`config.mk`:
```
export PLATFORM = sky130hd
export DESIGN_NAME = store_to_fetch_queue_flat
export DESIGN_NICKNAME = d
export VERILOG_FILES = /design/src/rtl/store_fetch_pkg.sv /design/src/rtl/store_to_fetch_queue_if.sv /design/src/rtl/stf_queue_storage.sv /design/src/rtl/store_to_fetch_queue.sv /design/src/flat_wrapper.sv
export SDC_FILE = /design/constraint.sdc
export NUM_CORES = 1
export LEC_CHECK = 0
export CAP_MARGIN = 20
export CORE_MARGIN = 3
export CORE_UTILIZATION = 40
export CTS_CLUSTER_DIAMETER = 30
export CTS_CLUSTER_SIZE = 30
export DETAILED_ROUTE_END_ITERATION = 7
export GPL_ROUTABILITY_DRIVEN = 0
export GPL_TIMING_DRIVEN = 0
export PLACE_DENSITY = 0.66
export SLEW_MARGIN = 20
export SYNTH_ARGS = -nofsm -noshare
export SYNTH_HDL_FRONTEND = slang
export SYNTH_SLANG_ARGS = --single-unit
```
`constraint.sdc`:
```
create_clock -name clk_i -period 2.6 [get_ports clk_i]
set_input_delay 0.52 -clock clk_i [delete_from_list [all_inputs] [get_ports clk_i]]
set_output_delay 0.52 -clock clk_i [all_outputs]
set_load 0.01 [all_outputs]
```
`src/rtl/store_fetch_pkg.sv`:
```
// Shared store->fetch types: packet layout, default queue depth, count-width helper.
// Combinational definitions only; no latency or backpressure of its own.
package store_fetch_pkg;

  localparam int STF_QUEUE_DEPTH_DEFAULT = 4;

  typedef struct packed {
    logic [1:0]  kind;
    logic [29:0] target;
  } StoreToFetchPacket;

  localparam int STF_PACKET_W = $bits(StoreToFetchPacket);

  function automatic int stf_count_width(input int depth);
    return $clog2(depth + 1);
  endfunction

  typedef logic [stf_count_width(STF_QUEUE_DEPTH_DEFAULT)-1:0] store_to_fetch_count_t;

endpackage

```
`src/rtl/store_to_fetch_queue_if.sv`:
```
// Store->fetch queue bundle: producer send handshake, consumer recv handshake, flush and status.
// Slave is the queue; master is the store/fetch side driving it.
interface store_to_fetch_queue_if
  import store_fetch_pkg::*;
#(
  parameter int DATA_WIDTH = STF_PACKET_W,
  parameter int COUNT_W    = stf_count_width(STF_QUEUE_DEPTH_DEFAULT)
);
  logic                  send_valid;
  logic                  send_ready;
  logic [DATA_WIDTH-1:0] send_data;
  logic                  recv_valid;
  logic                  recv_ready;
  logic [DATA_WIDTH-1:0] recv_data;
  logic                  flush;
  logic [COUNT_W-1:0]    count;
  logic                  almost_full;
  logic                  proto_err;

  modport slave (
    input  send_valid, send_data, recv_ready, flush,
    output send_ready, recv_valid, recv_data, count, almost_full, proto_err
  );

  modport master (
    output send_valid, send_data, recv_ready, flush,
    input  send_ready, recv_valid, recv_data, count, almost_full, proto_err
  );
endinterface

```
`src/rtl/stf_queue_storage.sv`:
```
// Unreset register file: one synchronous write port, one asynchronous read port.
// No flow control here; the enclosing queue gates the write enable.
module stf_queue_storage #(
  parameter int DEPTH      = 4,
  parameter int DATA_WIDTH = 32,
  localparam int PW        = $clog2(DEPTH)
) (
  input  logic                  clk_i,
  input  logic                  we_i,
  input  logic [PW-1:0]         waddr_i,
  input  logic [DATA_WIDTH-1:0] wdata_i,
  input  logic [PW-1:0]         raddr_i,
  output logic [DATA_WIDTH-1:0] rdata_o
);

  logic [DATA_WIDTH-1:0] mem_q [DEPTH];

  always_ff @(posedge clk_i) begin
    if (we_i) begin
      mem_q[waddr_i] <= wdata_i;
    end
  end

  assign rdata_o = mem_q[raddr_i];

endmodule

```
`src/rtl/store_to_fetch_queue.sv`:
```
// Store->fetch packet FIFO; push visible on recv one cycle later, one push + one pop per cycle.
// send_ready drops only when full (no same-cycle pop lookahead); flush wins over push/pop.
module store_to_fetch_queue
  import store_fetch_pkg::*;
#(
  parameter int DEPTH        = STF_QUEUE_DEPTH_DEFAULT,
  parameter int DATA_WIDTH   = STF_PACKET_W,
  parameter int AFULL_THRESH = DEPTH - 1,
  parameter bit STRICT       = 1'b1
) (
  input  logic                   clk_i,
  input  logic                   reset_i,
  store_to_fetch_queue_if.slave  q_if
);

  localparam int PW = $clog2(DEPTH);
  localparam int CW = stf_count_width(DEPTH);

  logic [PW-1:0] wr_ptr_q, wr_ptr_d;
  logic [PW-1:0] rd_ptr_q, rd_ptr_d;
  logic [CW-1:0] count_q, count_d;
  logic          err_q, err_d;
  logic          send_ready, recv_valid, push, pop, violation;

  assign send_ready = !reset_i && (count_q != CW'(DEPTH));
  assign recv_valid = !reset_i && (count_q != '0);
  assign push       = q_if.send_valid && send_ready;
  assign pop        = recv_valid && q_if.recv_ready;
  assign violation  = STRICT && !reset_i &&
                      ((q_if.send_valid && !send_ready) || (q_if.recv_ready && !recv_valid));

  always_comb begin
    wr_ptr_d = wr_ptr_q;
    rd_ptr_d = rd_ptr_q;
    count_d  = count_q;
    err_d    = err_q || violation;
    if (q_if.flush) begin
      wr_ptr_d = '0;
      rd_ptr_d = '0;
      count_d  = '0;
    end else begin
      if (push) wr_ptr_d = wr_ptr_q + PW'(1);
      if (pop)  rd_ptr_d = rd_ptr_q + PW'(1);
      if (push && !pop) count_d = count_q + CW'(1);
      else if (pop && !push) count_d = count_q - CW'(1);
    end
  end

  always_ff @(posedge clk_i) begin
    if (reset_i) begin
      wr_ptr_q <= '0;
      rd_ptr_q <= '0;
      count_q  <= '0;
      err_q    <= 1'b0;
    end else begin
      wr_ptr_q <= wr_ptr_d;
      rd_ptr_q <= rd_ptr_d;
      count_q  <= count_d;
      err_q    <= err_d;
    end
  end

  // A push coinciding with flush is dropped, so its write is suppressed as well.
  stf_queue_storage #(
    .DEPTH      (DEPTH),
    .DATA_WIDTH (DATA_WIDTH)
  ) u_storage (
    .clk_i   (clk_i),
    .we_i    (push && !q_if.flush),
    .waddr_i (wr_ptr_q),
    .wdata_i (q_if.send_data),
    .raddr_i (rd_ptr_q),
    .rdata_o (q_if.recv_data)
  );

  assign q_if.send_ready  = send_ready;
  assign q_if.recv_valid  = recv_valid;
  assign q_if.count       = count_q;
  assign q_if.almost_full = count_q >= CW'(AFULL_THRESH);
  assign q_if.proto_err   = err_q;

endmodule

```
`src/flat_wrapper.sv`:
```
// flat-port wrapper written by rule: the top's interface ports become plain ports
module store_to_fetch_queue_flat import store_fetch_pkg::*;
#(
  parameter int DEPTH        = STF_QUEUE_DEPTH_DEFAULT,
  parameter int DATA_WIDTH   = STF_PACKET_W,
  parameter int AFULL_THRESH = DEPTH - 1,
  parameter bit STRICT       = 1'b1
)
  (clk_i, reset_i, q_if_send_valid, q_if_send_data, q_if_recv_ready, q_if_flush, q_if_send_ready, q_if_recv_valid, q_if_recv_data, q_if_count, q_if_almost_full, q_if_proto_err);
  store_to_fetch_queue_if #(.DATA_WIDTH(DATA_WIDTH)) q_if_i ();
  input  logic clk_i;
  input  logic reset_i;
  input wire logic [$bits(q_if_i.send_valid)-1:0] q_if_send_valid;
  input wire logic [$bits(q_if_i.send_data)-1:0] q_if_send_data;
  input wire logic [$bits(q_if_i.recv_ready)-1:0] q_if_recv_ready;
  input wire logic [$bits(q_if_i.flush)-1:0] q_if_flush;
  output wire logic [$bits(q_if_i.send_ready)-1:0] q_if_send_ready;
  output wire logic [$bits(q_if_i.recv_valid)-1:0] q_if_recv_valid;
  output wire logic [$bits(q_if_i.recv_data)-1:0] q_if_recv_data;
  output wire logic [$bits(q_if_i.count)-1:0] q_if_count;
  output wire logic [$bits(q_if_i.almost_full)-1:0] q_if_almost_full;
  output wire logic [$bits(q_if_i.proto_err)-1:0] q_if_proto_err;
  assign q_if_i.send_valid = q_if_send_valid;
  assign q_if_i.send_data = q_if_send_data;
  assign q_if_i.recv_ready = q_if_recv_ready;
  assign q_if_i.flush = q_if_flush;
  assign q_if_send_ready = q_if_i.send_ready;
  assign q_if_recv_valid = q_if_i.recv_valid;
  assign q_if_recv_data = q_if_i.recv_data;
  assign q_if_count = q_if_i.count;
  assign q_if_almost_full = q_if_i.almost_full;
  assign q_if_proto_err = q_if_i.proto_err;
  store_to_fetch_queue #(.DEPTH(DEPTH), .DATA_WIDTH(DATA_WIDTH), .AFULL_THRESH(AFULL_THRESH), .STRICT(STRICT)) u_core (.clk_i(clk_i), .reset_i(reset_i), .q_if(q_if_i));
endmodule
```
==> results.yml <==
cts:
  clk_pin_slew_ns: 0.05
  cts_root_buf: "clkbuf_16"
  cts_tree: "built"
  ctsHoldBuffers: 0
  cts_buffers: 17
  clkSinkCount: 138
  clk_latency_ns: 0.41
  clk_path_buf_depth: 2
  htree_levels: 4
critical_path:
  ff2ff_path_depth: 9
  r2r_end: "u_core.q_if.count[2]"
  critPathKind: "flip-flop to output port"
  worstPathMaxFanout: 5
  worstSetupStartpointType: "flip-flop"
  r2r_start: "u_core.q_if.count[2]"
  end_kind: "output port"
  arrival_ns: 1.94
  crit_required_ns: 2.08
  ff2ff_setup_slack_ns: 0.35
outcome:
  status: "finished, final reports clean"
global_route:
  grt_pass1_wl_mm: 14.5
  use_met3_pct: 5.13
  antenna_found_initial: 0
  grt_overflow: 0
  grtUsageTotal_pct: 13.7
  met2_usage_pct: 21.4
  grt_max_degree: 23
  grt_pass1_vias: 2650
  use_met1_pct: 17.3
  top_usage_layer: "met2"
detailed_routing:
  drcViolationCount: 0
  wl_mm: 9.09
  postRouteAntennaNets: 0
  vias: 2486
  avgRoutedWirePerCell_um: 18.0
  first_pass_iters: 4
  via_per_inst: 4.92
  drt_iter0_drc: 203
min_path:
  hold_depth: 2
  hold_path_class: "flip-flop to flip-flop"
  hold_end: "u_core.q_if.proto_err"
  hold_start: "u_core.q_if.proto_err"
sta:
  fin_crit_ns: 2.46
  grt_setup_unrepaired: "no"
  fin_skew_ns: 0.00781
  final-hold-violation-count: 0
  setup_viol: 0
  setup_ws_ns: 0.144
  period_share_pct: 94.4
  slew_headroom_pct: 71.6
  max_freq_mhz: 407
  worst_slew_pin_slew_ns: 0.425
  report.final.slew_viol_count: 0
finish:
  diodes: 0
  area_delta_synth_final_pct: 31.9
  nNetsFinal: 369
  stdcell_count: 505
  layout-drive-gt1-share_pct: 22.8
placement:
  dpl.cell_count: 475
  io_buffers: 75
  dpl.hpwl_mm: 5.77
  dp_slack_ns: -0.200
pwr:
  ir_worst_vdd_uv: 356
  switchingPower_mw: 0.921
  power.leakage_nw: 2.25
  power_mw: 5.06
  seqPwrFrac_pct: 48.6
  comb_power_share_pct: 4.3
  powerDensity_nw_per_um2: 745
  power_frac_clock_pct: 47.0
  internal_power_mw: 4.14
  switching_share_pct: 18.2
yosys:
  synth_nets: 271
  syn_area_per_cell_um2: 22.6
  synth_top_area_share_pct: 74.6
  ys_types: 31
  yosysWarnings: 0
  synth_area_leaders: "edfxtp_1, mux4_2, dfxtp_1"
  synth_area_um2: 5150
  synthCells: 228
  synth_area_leader_cell: "edfxtp_1"
  ys_seq_area_share_pct: 78.5
  synth_seq_cells: 138
floorplan:
  die_area_um2: 14300
  io_pins: 76
  dieHeight_um: 119
  start_util_pct: 41.8
  core_area_um2: 12300
  rows: 40
  fp.dieW_um: 119
flow_run:
  maxCapViolCount: 0
==> metrics by stage <==
step | hold slack (ns) | area (µm²) | setup TNS [ns] | util (%)
CTS | 0.484 | 6790 | 0 | 55.2
global route | 0.547 | 6790 | 0 | 55.2
finish | 0.477 | 6790 | 0 | 55.2
global placement | 0.467 | 6110 | -89.19 | 49.6
detailed placement | 0.466 | 6200 | -0.200 | 50.3
floorplan | 0.459 | 5150 | 0 | -
==> cells in the final DEF (no fill, tap or decap), types with 2 or more instances in the layout <==
master	netlist	layout
buf_2	3	3
inv_1	3	3
o21ai_0	3	3
clkinv_2	0	4
and2_2	0	4
bufinv_16	0	4
edfxtp_1	128	128
dfxtp_1	10	10
clkinv_1	0	5
nor2_1	6	6
buf_12	0	7
a21o_1	2	2
clkbuf_16	0	17
mux4_2	32	32
xor2_1	2	2
or3_1	3	3
clkdlybuf4s50_1	0	45
dlygate4sd2_1	0	30
a21oi_1	7	7
ha_1	5	5
==> per-layer routing <==
| layer | vias up | wire (µm) |
|---|---|---|
| li1 | 1139 | - |
| met1 | 1266 | 3980 |
| met2 | 66 | 4470 |
| met3 | 15 | 479 |
| met4 | 0 | 159 |
| met5 | - | 0 |
==> cells in the mapped netlist <==
cell / count
dfxtp_1: 10
and2_1: 4
buf_2: 3
nand2b_1: 1
mux2_2: 1
nand4_1: 1
o31ai_2: 1
edfxtp_1: 128
clkbuf_1: 1
nand3_1: 1
nor2_1: 6
or3_1: 3
buf_1: 3
and3_1: 1
or3b_4: 1
or2_2: 1
nor3_1: 1
buf_4: 1
inv_1: 3
mux4_2: 32
nor2b_1: 1
nand3b_1: 1
xor2_1: 2
and2_4: 1
ha_1: 5
o21ai_0: 3
a21o_1: 2
nand2_1: 1
fa_1: 1
mux2i_1: 1
a21oi_1: 7
==> registers in the layout, summed over array words and instances, names as in the netlist, named ones only <==
| name | cells |
|---|---|
| u_core.wr_ptr_q | 2 |
| u_core.u_storage.mem_q | 128 |
| u_core.rd_ptr_q | 2 |
| u_core.q_if.proto_err | 1 |
| u_core.q_if.count | 3 |
==> critical path, stage by stage, from the launching register on <==
cell	delay (ns)
dfxtp_1	0.30
buf_4	0.18
mux4_2	0.52
clkdlybuf4s50_1	0.52
==> cell families after synthesis <==
family | after synthesis | synth area share [%]
XOR/XNOR | 2 | 0.340
adder cells (fa/ha/maj) | 6 | 1.60
flip-flops | 138 | 78.5
buffers and inverters | 11 | 0.947
AO/OA/AOI/OAI | 13 | 1.51
AND/OR/NAND/NOR | 24 | 2.70
multiplexers | 34 | 14.4
==> area by class of cell <==
class,count,area (µm²)
sequential,138,4040
buffer,8,86.3
clock buffer,17,425
inverter,3,11.3
timing repair buffer,79,793
tap,168,210
multi-input combinational,79,1060
clock inverter,13,159
fill,980,5520
==> repair_timing <==
action	CTS	global route
resized for setup	45	0
endpoints found under the hold margin	0	0
setup buffers	0	0
setup endpoints to repair	30	0
==> how the worst max path moves through the flow <==
stage,end,slack (ns),cells after the start
2_1_floorplan,u_core.q_if.count[2],0.44,9
4_1_cts,q_if_recv_data[18],0.12,3
3_5_place_dp,u_core.q_if.count[2],-0.20,9
6_report,q_if_recv_data[18],0.14,3
5_1_grt,q_if_recv_data[18],0.05,3
3_3_place_gp,u_core.u_storage.mem_q[0][12],-0.71,4
==> power by group through the flow <==
stage	combinational (mW)	sequential (mW)	clock (mW)
final	0.219	2.46	2.38
after global routing	0.239	2.46	2.53
after CTS	0.223	2.46	2.44
after detailed placement	0.232	2.51	0
after global placement	0.223	2.51	0
after floorplan	0.0840	2.51	0
No activity file was read; power rests on OpenSTA's default activity.
